[src/rtl/edsac_mem_pkg.sv]
// Shared constants and types for the EDSAC memory tank controller.
//
// Contents:
//   DIGITS_PER_MINOR  digit periods per minor cycle (17 data digits + 1 gap)
//   MINORS_PER_TANK   short-word slots circulating in one tank
//   WORD_W            short-word width in bits
//   tank_state_t      controller states. VERIFY_WAIT/VERIFY exist only when
//                     TANK_CTRL_VERIFY_EN is defined.
package edsac_mem_pkg;

    localparam int DIGITS_PER_MINOR = 18;
    localparam int MINORS_PER_TANK  = 32;
    localparam int WORD_W           = 17;

    localparam int D_W = 5;
    localparam int M_W = 5;

    // The last digit of every minor cycle is the inter-word gap.
    localparam logic [D_W-1:0] GAP_DIGIT  = D_W'(DIGITS_PER_MINOR - 1);
    localparam logic [M_W-1:0] LAST_MINOR = M_W'(MINORS_PER_TANK - 1);

`ifdef TANK_CTRL_VERIFY_EN
    typedef enum logic [2:0] {
        IDLE        = 3'd0,
        WAIT_SLOT   = 3'd1,
        XFER        = 3'd2,
        DONE        = 3'd3,
        VERIFY_WAIT = 3'd4,
        VERIFY      = 3'd5
    } tank_state_t;
`else
    typedef enum logic [1:0] {
        IDLE      = 2'd0,
        WAIT_SLOT = 2'd1,
        XFER      = 2'd2,
        DONE      = 2'd3
    } tank_state_t;
`endif

endpackage

[src/rtl/tank_timing_counter.sv]
// Free-running tank timing: digit counter (0..17, 17 = gap) and minor
// counter (0..31). The minor count advances when the digit count wraps,
// so one full revolution of the tank is 18 * 32 = 576 cycles.
//
// Ports:
//   f2_clk     digit-period clock
//   f2_rst     synchronous active-high reset, counters return to 0
//   digit      current digit position
//   minor      current minor cycle (slot)
//   digit_nxt  value digit takes at the next edge (used for lookahead)
//   minor_nxt  value minor takes at the next edge
module tank_timing_counter
    import edsac_mem_pkg::*;
(
    input  logic           f2_clk,
    input  logic           f2_rst,
    output logic [D_W-1:0] digit,
    output logic [M_W-1:0] minor,
    output logic [D_W-1:0] digit_nxt,
    output logic [M_W-1:0] minor_nxt
);

    logic wrap_d;

    assign wrap_d    = (digit == GAP_DIGIT);
    assign digit_nxt = wrap_d ? '0 : digit + 5'd1;
    assign minor_nxt = !wrap_d ? minor :
                       (minor == LAST_MINOR) ? '0 : minor + 5'd1;

    always_ff @(posedge f2_clk) begin
        if (f2_rst) begin
            digit <= '0;
            minor <= '0;
        end else begin
            digit <= digit_nxt;
            minor <= minor_nxt;
        end
    end

endmodule

[src/rtl/memory_tank_ctrl.sv]
// Memory tank access controller. Accepts one read or write request at a
// time, waits for the addressed short-word slot to come round in the tank,
// then drives the tank gates for the 17 data digits of that slot.
//
// Optional feature: define TANK_CTRL_VERIFY_EN to read back every write on
// the following revolution and flag a mismatch on err. Without it err is 0.
//
// Ports:
//   f2_clk, f2_rst        clock, synchronous active-high reset
//   req, we, addr, wdata  request (sampled only while idle)
//   busy                  acceptance through ack inclusive
//   ack                   one-cycle completion pulse (slot's gap digit)
//   rdata                 last read word, updated on read ack only
//   err                   write-verify mismatch, valid with ack
//   f2_down_t3_clr/in/out tank gates
//   f2_mib                serial write data, LSB first
//   f2_down_mob_t3        serial read data from the tank
//
// All gate outputs are registered. They are computed one cycle early from
// the counter lookahead (digit_nxt/minor_nxt) so that they are high exactly
// while the counters show digits 0..16 of the target slot.
module memory_tank_ctrl
    import edsac_mem_pkg::*;
(
    input  logic              f2_clk,
    input  logic              f2_rst,
    input  logic              req,
    input  logic              we,
    input  logic [M_W-1:0]    addr,
    input  logic [WORD_W-1:0] wdata,
    output logic              busy,
    output logic              ack,
    output logic [WORD_W-1:0] rdata,
    output logic              err,
    output logic              f2_down_t3_clr,
    output logic              f2_down_t3_in,
    output logic              f2_down_t3_out,
    output logic              f2_mib,
    input  logic              f2_down_mob_t3
);

    logic [D_W-1:0]    digit, digit_nxt;
    logic [M_W-1:0]    minor, minor_nxt;

    tank_state_t       state;
    logic              we_q;
    logic [M_W-1:0]    addr_q;
    logic [WORD_W-1:0] wdata_q;
    logic [WORD_W-1:0] shreg;
    logic [WORD_W-1:0] rd_word;

    // Request fields as seen by the slot compare: live inputs while idle
    // (so a slot starting right after acceptance is not missed), latched
    // copies otherwise.
    logic              cur_we;
    logic [M_W-1:0]    cur_addr;
    logic [WORD_W-1:0] cur_wdata;

    logic              slot_hit;
    logic              last_bit;
    logic              go;
    logic              wr_nxt;
    logic              rd_nxt;
    logic              mib_nxt;

    tank_timing_counter u_timing (
        .f2_clk    (f2_clk),
        .f2_rst    (f2_rst),
        .digit     (digit),
        .minor     (minor),
        .digit_nxt (digit_nxt),
        .minor_nxt (minor_nxt)
    );

    assign cur_we    = (state == IDLE) ? we    : we_q;
    assign cur_addr  = (state == IDLE) ? addr  : addr_q;
    assign cur_wdata = (state == IDLE) ? wdata : wdata_q;

    // Next cycle is digit 0 of the target slot.
    assign slot_hit = (digit_nxt == '0) && (minor_nxt == cur_addr);
    // Next cycle is the gap digit: this cycle carries the last data bit.
    assign last_bit = (digit_nxt == GAP_DIGIT);

    // Top bit comes straight off the bus in the same cycle it is captured.
    assign rd_word = {f2_down_mob_t3, shreg[WORD_W-2:0]};

    // Gate values for the next cycle.
    always_comb begin
        go      = 1'b0;
        wr_nxt  = 1'b0;
        rd_nxt  = 1'b0;
        mib_nxt = 1'b0;
        case (state)
            IDLE:      go = req && slot_hit;
            WAIT_SLOT: go = slot_hit;
            XFER: begin
                if (!last_bit) begin
                    wr_nxt = we_q;
                    rd_nxt = !we_q;
                end
            end
`ifdef TANK_CTRL_VERIFY_EN
            VERIFY_WAIT: rd_nxt = slot_hit;
            VERIFY:      rd_nxt = !last_bit;
`endif
            default: ;
        endcase
        if (go) begin
            wr_nxt = cur_we;
            rd_nxt = !cur_we;
        end
        if (wr_nxt && (digit_nxt < D_W'(WORD_W)))
            mib_nxt = cur_wdata[digit_nxt];
    end

`ifdef TANK_CTRL_VERIFY_EN
    logic err_q;
    assign err = err_q;
`else
    assign err = 1'b0;
`endif

    always_ff @(posedge f2_clk) begin
        if (f2_rst) begin
            state          <= IDLE;
            busy           <= 1'b0;
            ack            <= 1'b0;
            rdata          <= '0;
            we_q           <= 1'b0;
            addr_q         <= '0;
            wdata_q        <= '0;
            shreg          <= '0;
            f2_down_t3_clr <= 1'b0;
            f2_down_t3_in  <= 1'b0;
            f2_down_t3_out <= 1'b0;
            f2_mib         <= 1'b0;
`ifdef TANK_CTRL_VERIFY_EN
            err_q          <= 1'b0;
`endif
        end else begin
            ack            <= 1'b0;
            f2_down_t3_clr <= wr_nxt;
            f2_down_t3_in  <= wr_nxt;
            f2_down_t3_out <= rd_nxt;
            f2_mib         <= mib_nxt;

            case (state)
                IDLE: begin
                    if (req) begin
                        we_q    <= we;
                        addr_q  <= addr;
                        wdata_q <= wdata;
                        busy    <= 1'b1;
                        state   <= slot_hit ? XFER : WAIT_SLOT;
                    end
                end

                WAIT_SLOT: begin
                    if (slot_hit)
                        state <= XFER;
                end

                // Digits 0..16 of the target slot.
                XFER: begin
                    shreg[digit] <= f2_down_mob_t3;
                    if (last_bit) begin
`ifdef TANK_CTRL_VERIFY_EN
                        if (we_q) begin
                            state <= VERIFY_WAIT;
                        end else begin
                            state <= DONE;
                            ack   <= 1'b1;
                            rdata <= rd_word;
                        end
`else
                        state <= DONE;
                        ack   <= 1'b1;
                        if (!we_q)
                            rdata <= rd_word;
`endif
                    end
                end

`ifdef TANK_CTRL_VERIFY_EN
                // The written slot only comes back one revolution later.
                VERIFY_WAIT: begin
                    if (slot_hit)
                        state <= VERIFY;
                end

                VERIFY: begin
                    shreg[digit] <= f2_down_mob_t3;
                    if (last_bit) begin
                        state <= DONE;
                        ack   <= 1'b1;
                        err_q <= (rd_word != wdata_q);
                    end
                end
`endif

                // Ack cycle; busy falls and the next request may follow.
                DONE: begin
                    busy  <= 1'b0;
                    state <= IDLE;
`ifdef TANK_CTRL_VERIFY_EN
                    err_q <= 1'b0;
`endif
                end

                default: state <= IDLE;
            endcase
        end
    end

endmodule

[config.mk]
export PLATFORM = sky130hd
export DESIGN_NAME = memory_tank_ctrl
export DESIGN_NICKNAME = d
export VERILOG_FILES = /design/src/rtl/edsac_mem_pkg.sv /design/src/rtl/tank_timing_counter.sv /design/src/rtl/memory_tank_ctrl.sv
export SDC_FILE = /design/constraint.sdc
export NUM_CORES = 1
export LEC_CHECK = 0
export CORE_MARGIN = 4
export CORE_UTILIZATION = 58
export DETAILED_ROUTE_END_ITERATION = 7
export PLACE_DENSITY = 0.84
export SYNTH_ARGS = -nofsm -noshare
export SYNTH_HDL_FRONTEND = slang
export SYNTH_SLANG_ARGS = --single-unit
[constraint.sdc]
create_clock -name f2_clk -period 4.3 [get_ports f2_clk]
set_input_delay 0.645 -clock f2_clk [delete_from_list [all_inputs] [get_ports f2_clk]]
set_output_delay 0.645 -clock f2_clk [all_outputs]
set_load 0.05 [all_outputs]
======== Word level (Yosys, flattened, before mapping) ========
Index checks and enable logic that the tools add are counted.
cells by class
  multiplexer cells ....................... 26
  $lt $le $gt $ge ......................... 4
  bitwise logic cells ..................... 3
  reduce and logical (&&, ||, !) cells .... 15
  equality and inequality tests ........... 10
  $add $sub $neg .......................... 2
operator list
  operator               count
  $mux W5                4
  $bwmux W17             1
  $mux W17               1
  $eq A5 B5 Y1 const B   3
  $lt A5 B6 Y1 const B   2
  $mux W1                11
  $add A5 B1 Y5 const B  2
  $mux W2                4
  $pmux W2 S4            1
  $ne A2 B2 Y1 const B   3
  $reduce_and A3 Y1      2
  $bmux W1 S5            1
  $demux W1 S5           1
  $eq A5 B5 Y1           1
  $ge A5 B1 Y1 const B   1
  $logic_not A5 Y1       1
  $lt A5 B5 Y1 const B   1
  $eq A2 B2 Y1 const B   2
  $logic_and A1 B1 Y1    4
  $pmux W1 S2            2
  $reduce_and A2 Y1      2
  $reduce_or A2 Y1       2
  $not A1 Y1             3
  $eq A2 B1 Y1 const B   1
  3 further kinds        4
storage, ports and cells
  bits of input ports ..................... 27
  bits in registers ....................... 74

======== Depth between registers and ports, before layout ========
Gate-level depths: netlist (run 1).
  depth in word-level cells ............... 11
  depth in mapped cells ................... 11
  mapped depth without buffers ............ 10

======== Hierarchy ========
From an unflattened synthesis (run 1), not the netlist that was laid out.
unflattened totals
  cells, all modules ...................... 387
  area total of the unflattened synthesis .. 3537.1 um2
modules (own cells, without submodules)
  module               area each (um2)  seq. area each (um2)  times used  cells an instance
  memory_tank_ctrl     3029.2           1261.2                1           332
  tank_timing_counter  508.0            200.2                 1           55

======== Worst setup path after synthesis (run 1) ========
No wires, ideal clock.
  kind .................................... reg2reg
  start point ............................. reg u_timing.digit[0]
  end point ............................... reg rdata[0]
  buffers on the path ..................... 3
  slack ................................... 1.657 ns
  required time ........................... 4.172 ns
  arrival time ............................ 2.515 ns
  period minus slack after synthesis ...... 2.643 ns
  stages on the path, launching flop included .. 11
  path through ............................ dfxtp_1 inv_1 ha_1 or3_1 buf_2 or4_4 or2_1 buf_6 buf_12 mux2i_1 nor2_1
on the way
  word-level cells in the longest chain between the ends .. 4
  elaborated cells on any way between the ends .. 5
RTL lines
  item                                           RTL line                                              text
  start: declaration                             tank_timing_counter.sv:17                             output logic [D_W-1:0] digit,
  start signal: assignment                       tank_timing_counter.sv:35                             digit <= digit_nxt;
  $add A5 B1 Y5 or $eq A5 B5 Y1 (tied branches)  tank_timing_counter.sv:26, tank_timing_counter.sv:25
  $mux W5 *                                      tank_timing_counter.sv:26                             assign digit_nxt = wrap_d ? '0 : digit + 5'd1;
  $eq A5 B5 Y1 *                                 memory_tank_ctrl.sv:82                                assign last_bit = (digit_nxt == GAP_DIGIT);
  $reduce_and A3 Y1 (no line) *                  -
  end signal: assignment                         memory_tank_ctrl.sv:179                               rdata <= rd_word;
  end: declaration                               memory_tank_ctrl.sv:33                                output logic [WORD_W-1:0] rdata,
Every way passes the cells marked *; elsewhere a longest branch is shown, timed or not.
A chain may end at the register's enable or synchronous reset.

======== Worst setup path in the final report (run 1) ========
  start point ............................. reg u_timing.digit[0]
  end point ............................... reg rdata[13]
The elaborated chain is that of the path after synthesis.

==> results of run 1 <==
[cell type report]
class,instances,area [um2]
clock buffer,10,138
clock inverter,6,67.6
multi-input combinational,320,1910
sequential,73,1460
timing repair buffer,52,508
tap,75,93.8
inverter,5,18.8
fill,457,1720
[worst min-delay path, cell delays in order, from the launching register on]
cell,delay (ns)
dfxtp_1,0.31
nand2_1,0.05
a21oi_1,0.05
[metrics by stage]
stage | utilization | hold slack [ns] | power [W] | instances
after floorplan | - | 0.432 | 0.00120 | 428
after global placement | 0.674 | 0.437 | 0.00131 | 525
after detailed placement | 0.674 | 0.442 | 0.00133 | 525
after CTS | 0.709 | 0.456 | 0.00187 | 541
after global routing | 0.709 | 0.479 | 0.00197 | 541
final | 0.709 | 0.454 | 0.00187 | 541
[power by group]
| group | switching (W) | internal [W] | total (W) |
|---|---|---|---|
| logic | 0.000331 | 0.000225 | 0.000556 |
| registers | 0.0000333 | 0.000732 | 0.000765 |
| clock network | 0.000269 | 0.000284 | 0.000554 |
[flip-flops by register name, summed over array words and instances (netlist names), 2 cells and up]
| register | flops |
|---|---|
| addr_q | 5 |
| u_timing.minor | 5 |
| u_timing.digit | 5 |
| wdata_q | 17 |
| shreg | 16 |
| state | 2 |
| rdata | 17 |
[per-layer routing]
layer / vias up / track usage
met5: - / 0
met4: 0 / 0.0992
met3: 18 / 0.0456
met2: 95 / 0.397
met1: 1453 / 0.278
li1: 1534 / -
[synthesized netlist by cell type (all sizes together) (3+ instances only)]
cell	count
nor3	5
a211oi	6
nand2	73
nand3b	3
clkbuf	17
buf	13
nor2	55
a21oi	50
mux2	5
mux2i	37
nor2b	6
inv	5
dfxtp	73
nand3	3
xnor2	3
o21ai	18
ha	10
or3	5
or4	3
o211ai	4
nand2b	3
[logic make-up (layout without fill, tap and decap cells)]
family,count (synthesis),after routing,share of synthesized area
AOI/OAI and AO/OA,93,93,0.151
xor gates and xnor gates,4,4,0.00985
adders and majority gates,10,10,0.0352
buffers and inverters,35,73,0.0521
DFF,73,73,0.411
muxes,42,42,0.120
other,1,1,0.00105
and+or+nand+nor,170,170,0.220
[final timing paths]
| check | from | to |
|---|---|---|
| hold / removal | addr_q[3] | addr_q[3] |
| setup / recovery | u_timing.digit[0] | rdata[13] |
| hold reg to reg | addr_q[3] | addr_q[3] |
| setup reg to reg | u_timing.digit[0] | rdata[13] |
==> metrics.md, run 1 <==
| Metric | Value |
|---|---|
| Status | finished clean |
| Slew @ Worst Pin | 0.979 ns |
| Hold Crit Class | register to register |
| Routed wire length | 8180 um |
| Drt drc | 0 |
| Core area | 5920 um2 |
| Most frequent cells in the layout | nand2_1 (73), dfxtp_1 (73), nor2_1 (55) |
| Share of cells above drive strength 1 | 0.0665 |
| H-tree levels | 3 |
| Number of flops mapped to enable cells by yosys | 0 |
| Initial detailed-routing violation count | 178 |
| Final Cycle Share | 0.741 |
| Post-Synthesis Cells | 428 |
| Max Used Layer | met4 |
| Worst-case clock buffer depth | 2 |
| Global-route wire length before repair | 13,700 um |
| Io pins | 51 |
| Area grow syn2layout | 18.0% |
| Final setup margin | 1.11 ns |
| P_leak | 1.67 nW |
| Reg2Reg Depth | 8 |
| Crit-path slowest cell | or2_1 |
| Crit. End Element | register |
| Cts bufs inserted | 9 |
| Setup TNS | 0 ns |
| Critical path's top delay family | simple AND/OR/NAND/NOR gates |
| Hold buffer count at CTS | 0 |
| Setup bufs post-CTS | 0 |
| Worst-skew pair later-pin latency | 0.35 ns |
| Synthesized area | 3560 um2 |
| DR pass1 iterations | 4 |
| Nets@finish | 498 |
| Hold Vio Cnt, Final | 0 |
| Final GP Congestion | 0.907 |
| Critical path fanouts, max | 17 |
| Crit start category | register |
| Vias | 3,100 |
| Peak supply drop | 0.331 mV |
| Core Rows | 28 |
| Mean Syn Cell Area | 8.31 um2 |
| Cell Area, Placed | 3990 um2 |
| MaxCap Viol Count | 0 |
| Max frequency | 314 MHz |
| Grt total ovfl | 0 |
| Number of port buffers | 49 |
| DRT antenna net count | 0 |
| Crit-path cells | ha_1 > nand3b_1 > a21oi_1 > nand2_1 > or4_4 > or2_1 > mux2i_1 > nor2_1 |
| Crit path buf inv count | 0 |
| PwrDens | 447 nW/um2 |
| Clock Skew | 0.00716 ns |
| Die Width | 86.3 um |
| M1 wire length | 3430 um |
| Met3 wire len | 481 um |
| Vias per cell | 5.73 |
| Met2 WL | 4090 um |
| Initial antenna violation count | 0 |
| CTS resizes | 0 |
| CP max stage delay | 0.58 ns |
| Number of setup violations in the final report | 0 |
| Biggest area consumer among synthesized cells | dfxtp_1 |
| Largest net degree at the start of global routing | 47 |
| Finished Cell Area | 4200 um2 |
| DIE HEIGHT | 86.3 um |
| Post-DR wirelength/cell | 15.1 um |
| CP required | 4.54 ns |
| Ant. Diodes | 0 |
| Initial core utilization | 0.601 |
| DIE AREA | 7450 um2 |
| Synth top area cells | dfxtp_1 (41%), mux2i_1 (10%), nand2_1 (7.7%), a21oi_1 (7.0%), nor2_1 (5.8%) |
| CP Data Arrival Time | 3.42 ns |
| Overall routing resource usage | 0.230 |
| Instance count on the critical path | 8 |
| Synthesized Nets | 465 |
| Clk slew on worst S/H paths | 0.08 ns |
| Post-synth top flop | dfxtp_1 |
| Yosys top cell area share | 0.411 |
| Setup CP Type | register to register |
| Synth Register Bits | 73 |
| Distinct cells, synth | 48 |
| RSZ-0062 raised after global routing | no |
| Synth warnings | 0 |
| Number of global-route vias before repair | 3,045 |
| Seq/Total Area, Yosys | 0.411 |
| Hpwl dp | 5660 um |
| Reg2reg setup slack | 1.11 ns |
| CTS tree | built |
| Setup WS pre-CTS | 1.20 ns |
| Final Max Slew Viols | 0 |
| Clk sinks | 73 |
| Fin crit period | 3.19 ns |
| Slew HR | 0.347 |
| Asr flop ratio synth | 0 |
| Worst hold stages | 2 |
| CTS Root Buffer Type | clkbuf_8 |
Power figures use the tool's default switching activity.
==> run 2, diff against run 1 <==
--- a/config.mk
+++ b/config.mk
@@ -6,9 +6,9 @@
 export NUM_CORES = 1
 export LEC_CHECK = 0
 export CORE_MARGIN = 4
-export CORE_UTILIZATION = 58
+export CORE_UTILIZATION = 54
 export DETAILED_ROUTE_END_ITERATION = 7
-export PLACE_DENSITY = 0.84
+export PLACE_DENSITY = 0.79
 export SYNTH_ARGS = -nofsm -noshare
 export SYNTH_HDL_FRONTEND = slang
 export SYNTH_SLANG_ARGS = --single-unit
==> constraint.sdc (replaced) <==
create_clock -name f2_clk -period 3 [get_ports f2_clk]
set_input_delay 0.45 -clock f2_clk [delete_from_list [all_inputs] [get_ports f2_clk]]
set_output_delay 0.45 -clock f2_clk [all_outputs]
set_load 0.05 [all_outputs]
==> metrics.md, run 2 (synthesis gave the netlist of run 1 again) <==
| Metric | Value |
|---|---|
| Status | finished clean |
| Number of global-route vias before repair | 2,845 (-6.6%) |
| CTS Root Buffer Type | clkbuf_8 |
| Post-Place Cells | 533 (+1.5%) |
| Power share of the clock group | 0.272 (-0.023) |
| Overall routing resource usage | 0.204 (-0.0259) |
| Number of setup violations in the final report | 0 (unchanged) |
| Crit start category | register |
| Core Rows | 29 (+3.6%) |
| Max frequency | 353 MHz (+13%) |
| DIE AREA | 7950 um2 (+6.7%) |
| Largest net degree at the start of global routing | 30 (-36%) |
| CP Data Arrival Time | 3.06 ns (-0.36 ns) |
| Total power | 0.00262 W (+40%) |
| Initial detailed-routing violation count | 145 (-19%) |
| Clock Skew | 0.0107 ns (+0.00352 ns) |
| Critical path fanouts, max | 17 (unchanged) |
| Worst Hold Launch | wdata_q[4] |
| Initial antenna violation count | 0 (unchanged) |
| Internal Pwr Total | 0.00172 W (+38%) |
| Cts bufs inserted | 9 (unchanged) |
| Crit path buf inv count | 2 (+2) |
| DIE HEIGHT | 89.2 um (+3.3%) |
| Sequential share of power | 0.418 (+0.010) |
| Reg2Reg Depth | 8 (unchanged) |
| RSZ-0062 raised after global routing | no |
| Hold worst-path end | wdata_q[4] |
| Switching share of power | 0.344 (+0.00613) |
| CP required | 3.23 ns (-1.31 ns) |
| Hpwl dp | 5420 um (-4.3%) |
| Crit-path slowest cell | or4_4 |
| Crit. End Element | register |
| Drt drc | 0 (unchanged) |
| Worst-case clock buffer depth | 2 (unchanged) |
| Vias | 3,068 (-1.0%) |
| Clk slew on worst S/H paths | 0.08 ns (about the same) |
| PwrDens | 617 nW/um2 (+38%) |
| Final GP Congestion | 0.925 (+1.9%) |
| DRT antenna net count | 0 (unchanged) |
| Clk sinks | 73 (unchanged) |
| CTS tree | built |
| CP max stage delay | 0.52 ns (-0.06 ns) |
| Most frequent cells in the layout | nand2_1 (73), dfxtp_1 (73), nor2_1 (55) |
| Hold Vio Cnt, Final | 0 (unchanged) |
| Vias per cell | 5.57 (-2.8%) |
| Regs by FF count | rdata x17, wdata_q x17, shreg x16 |
| DR pass1 iterations | 5 (+1) |
| Nets@finish | 506 (+1.6%) |
| Setup CP Type | register to register |
| Cell Area, Placed | 4040 um2 (+1.2%) |
| P_sw | 0.000902 W (+42%) |
| Io pins | 51 (unchanged) |
| FF-to-FF Start | u_timing.digit[0] |
| Ant. Diodes | 0 (unchanged) |
| Core area | 6390 um2 (+7.9%) |
| Worst hold stages | 2 (unchanged) |
| Reg2reg setup slack | 0.17 ns (-0.94 ns) |
| Crit-path cells | inv_1 > ha_1 > or3_1 > or4_4 > or2_1 > buf_4 > mux2i_1 > nor2_1 |
| Routed wire length | 7660 um (-6.4%) |
| Peak supply drop | 0.490 mV (+48%) |
| Final setup margin | 0.169 ns (-0.943 ns) |
| Setup WS pre-CTS | 0.162 ns (-1.04 ns) |
| Worst-skew pair later-pin latency | 0.35 ns (about the same) |
| Grt total ovfl | 0 (unchanged) |
| Final Max Slew Viols | 0 (unchanged) |
| Area grow syn2layout | 19.3% |
| Fin cells | 551 (+1.8%) |
| Die Width | 89.2 um (+3.3%) |
| Initial core utilization | 0.557 (-0.0438) |
| P_leak | 1.70 nW (+2.1%) |
| Critical path's top delay family | simple AND/OR/NAND/NOR gates |
| Setup TNS | 0 ns (unchanged) |
| Hold Crit Class | register to register |
| Share of cells above drive strength 1 | 0.0823 (+0.0158) |
| Slew @ Worst Pin | 0.823 ns (-0.156 ns) |
| Fin crit period | 2.83 ns (-0.357 ns) |
| H-tree levels | 3 (unchanged) |
| Post-DR wirelength/cell | 13.9 um (-8.1%) |
| Slew HR | 0.450 (+0.103) |
| Final Cycle Share | 0.944 (+0.202) |
| Number of port buffers | 49 (unchanged) |
| Logic pwr share | 0.310 (+0.013) |
| MaxCap Viol Count | 0 (unchanged) |
| Reg2reg end | rdata[16] |
| Finished Cell Area | 4250 um2 (+1.1%) |
| Global-route wire length before repair | 12,900 um (-6.0%) |
==> run 2: repair_timing <==
| action | CTS | global route |
|---|---|---|
| resized for setup | 0 | 4 |
| endpoints found under the setup margin | 0 | 2 |
| setup buffers | 0 | 2 |
| hold buffers | 0 | 0 |
==> run 2: power by group through the flow <==
| stage | Sequential (W) | Clock, W | Combinational (W) |
|---|---|---|---|
| global route | 0.00111 | 0.000758 | 0.000899 |
| global placement | 0.00111 | 0 | 0.000782 |
| detailed placement | 0.00112 | 0 | 0.000794 |
| finish | 0.00110 | 0.000711 | 0.000813 |
| floorplan | 0.00114 | 0 | 0.000582 |
| CTS | 0.00110 | 0.000719 | 0.000802 |
==> run 2: routing by layer <==
| metal | GRT usage | up-vias | share of wire |
|---|---|---|---|
| met3 | 0.0350 | 12 | 0.054 |
| met5 | 0 | - | 0 |
| met1 | 0.272 | 1432 | 0.46 |
| met2 | 0.328 | 78 | 0.47 |
| li1 | - | 1546 | - |
| met4 | 0.0825 | 0 | 0.016 |
==> run 2: worst max path at each step <==
stage / startpoint / to / cells after the start / slack, ns
floorplan: u_timing.digit[0] / rdata[0] / 10 / 0.36
global placement: u_timing.minor[0] / f2_mib / 9 / 0.24
detailed placement: u_timing.minor[0] / f2_mib / 9 / 0.16
CTS: u_timing.minor[0] / f2_mib / 9 / 0.13
global route: u_timing.digit[0] / f2_mib / 9 / 0.007
finish: u_timing.digit[0] / rdata[16] / 8 / 0.17
==> run 2: per-stage QoR <==
step | hold slack (ns) | util
final | 0.454 | 0.665
after detailed placement | 0.445 | 0.633
after CTS | 0.456 | 0.661
after global placement | 0.437 | 0.633
after floorplan | 0.432 | -
after global routing | 0.477 | 0.665
==> run 2: area by class of cell <==
| class | instances | area [um2] |
|---|---|---|
| multi-input cells | 320 | 1920 |
| clock inverters | 5 | 38.8 |
| well taps | 77 | 96.3 |
| inverters | 5 | 18.8 |
| flip-flops and latches | 73 | 1460 |
| fillers | 529 | 2140 |
| repair buffers | 60 | 568 |
| clock buffers | 11 | 141 |
==> run 2: worst register-to-register path, stage by stage, from the launching register on <==
cell and delay, ns:
dfxtp_1 0.50, inv_1 0.18, ha_1 0.35, or3_1 0.47, or4_4 0.52, or2_1 0.22
buf_4 0.23, mux2i_1 0.19, nor2_1 0.06
==> run 3, diff against run 2 <==
--- a/config.mk
+++ b/config.mk
@@ -9,6 +9,7 @@
 export CORE_UTILIZATION = 54
 export DETAILED_ROUTE_END_ITERATION = 7
 export PLACE_DENSITY = 0.79
+export SKIP_LAST_GASP = 1
 export SYNTH_ARGS = -nofsm -noshare
 export SYNTH_HDL_FRONTEND = slang
 export SYNTH_SLANG_ARGS = --single-unit
==> results of run 3 <==
The final DEF is identical to that of run 2; final timing and power are the same.
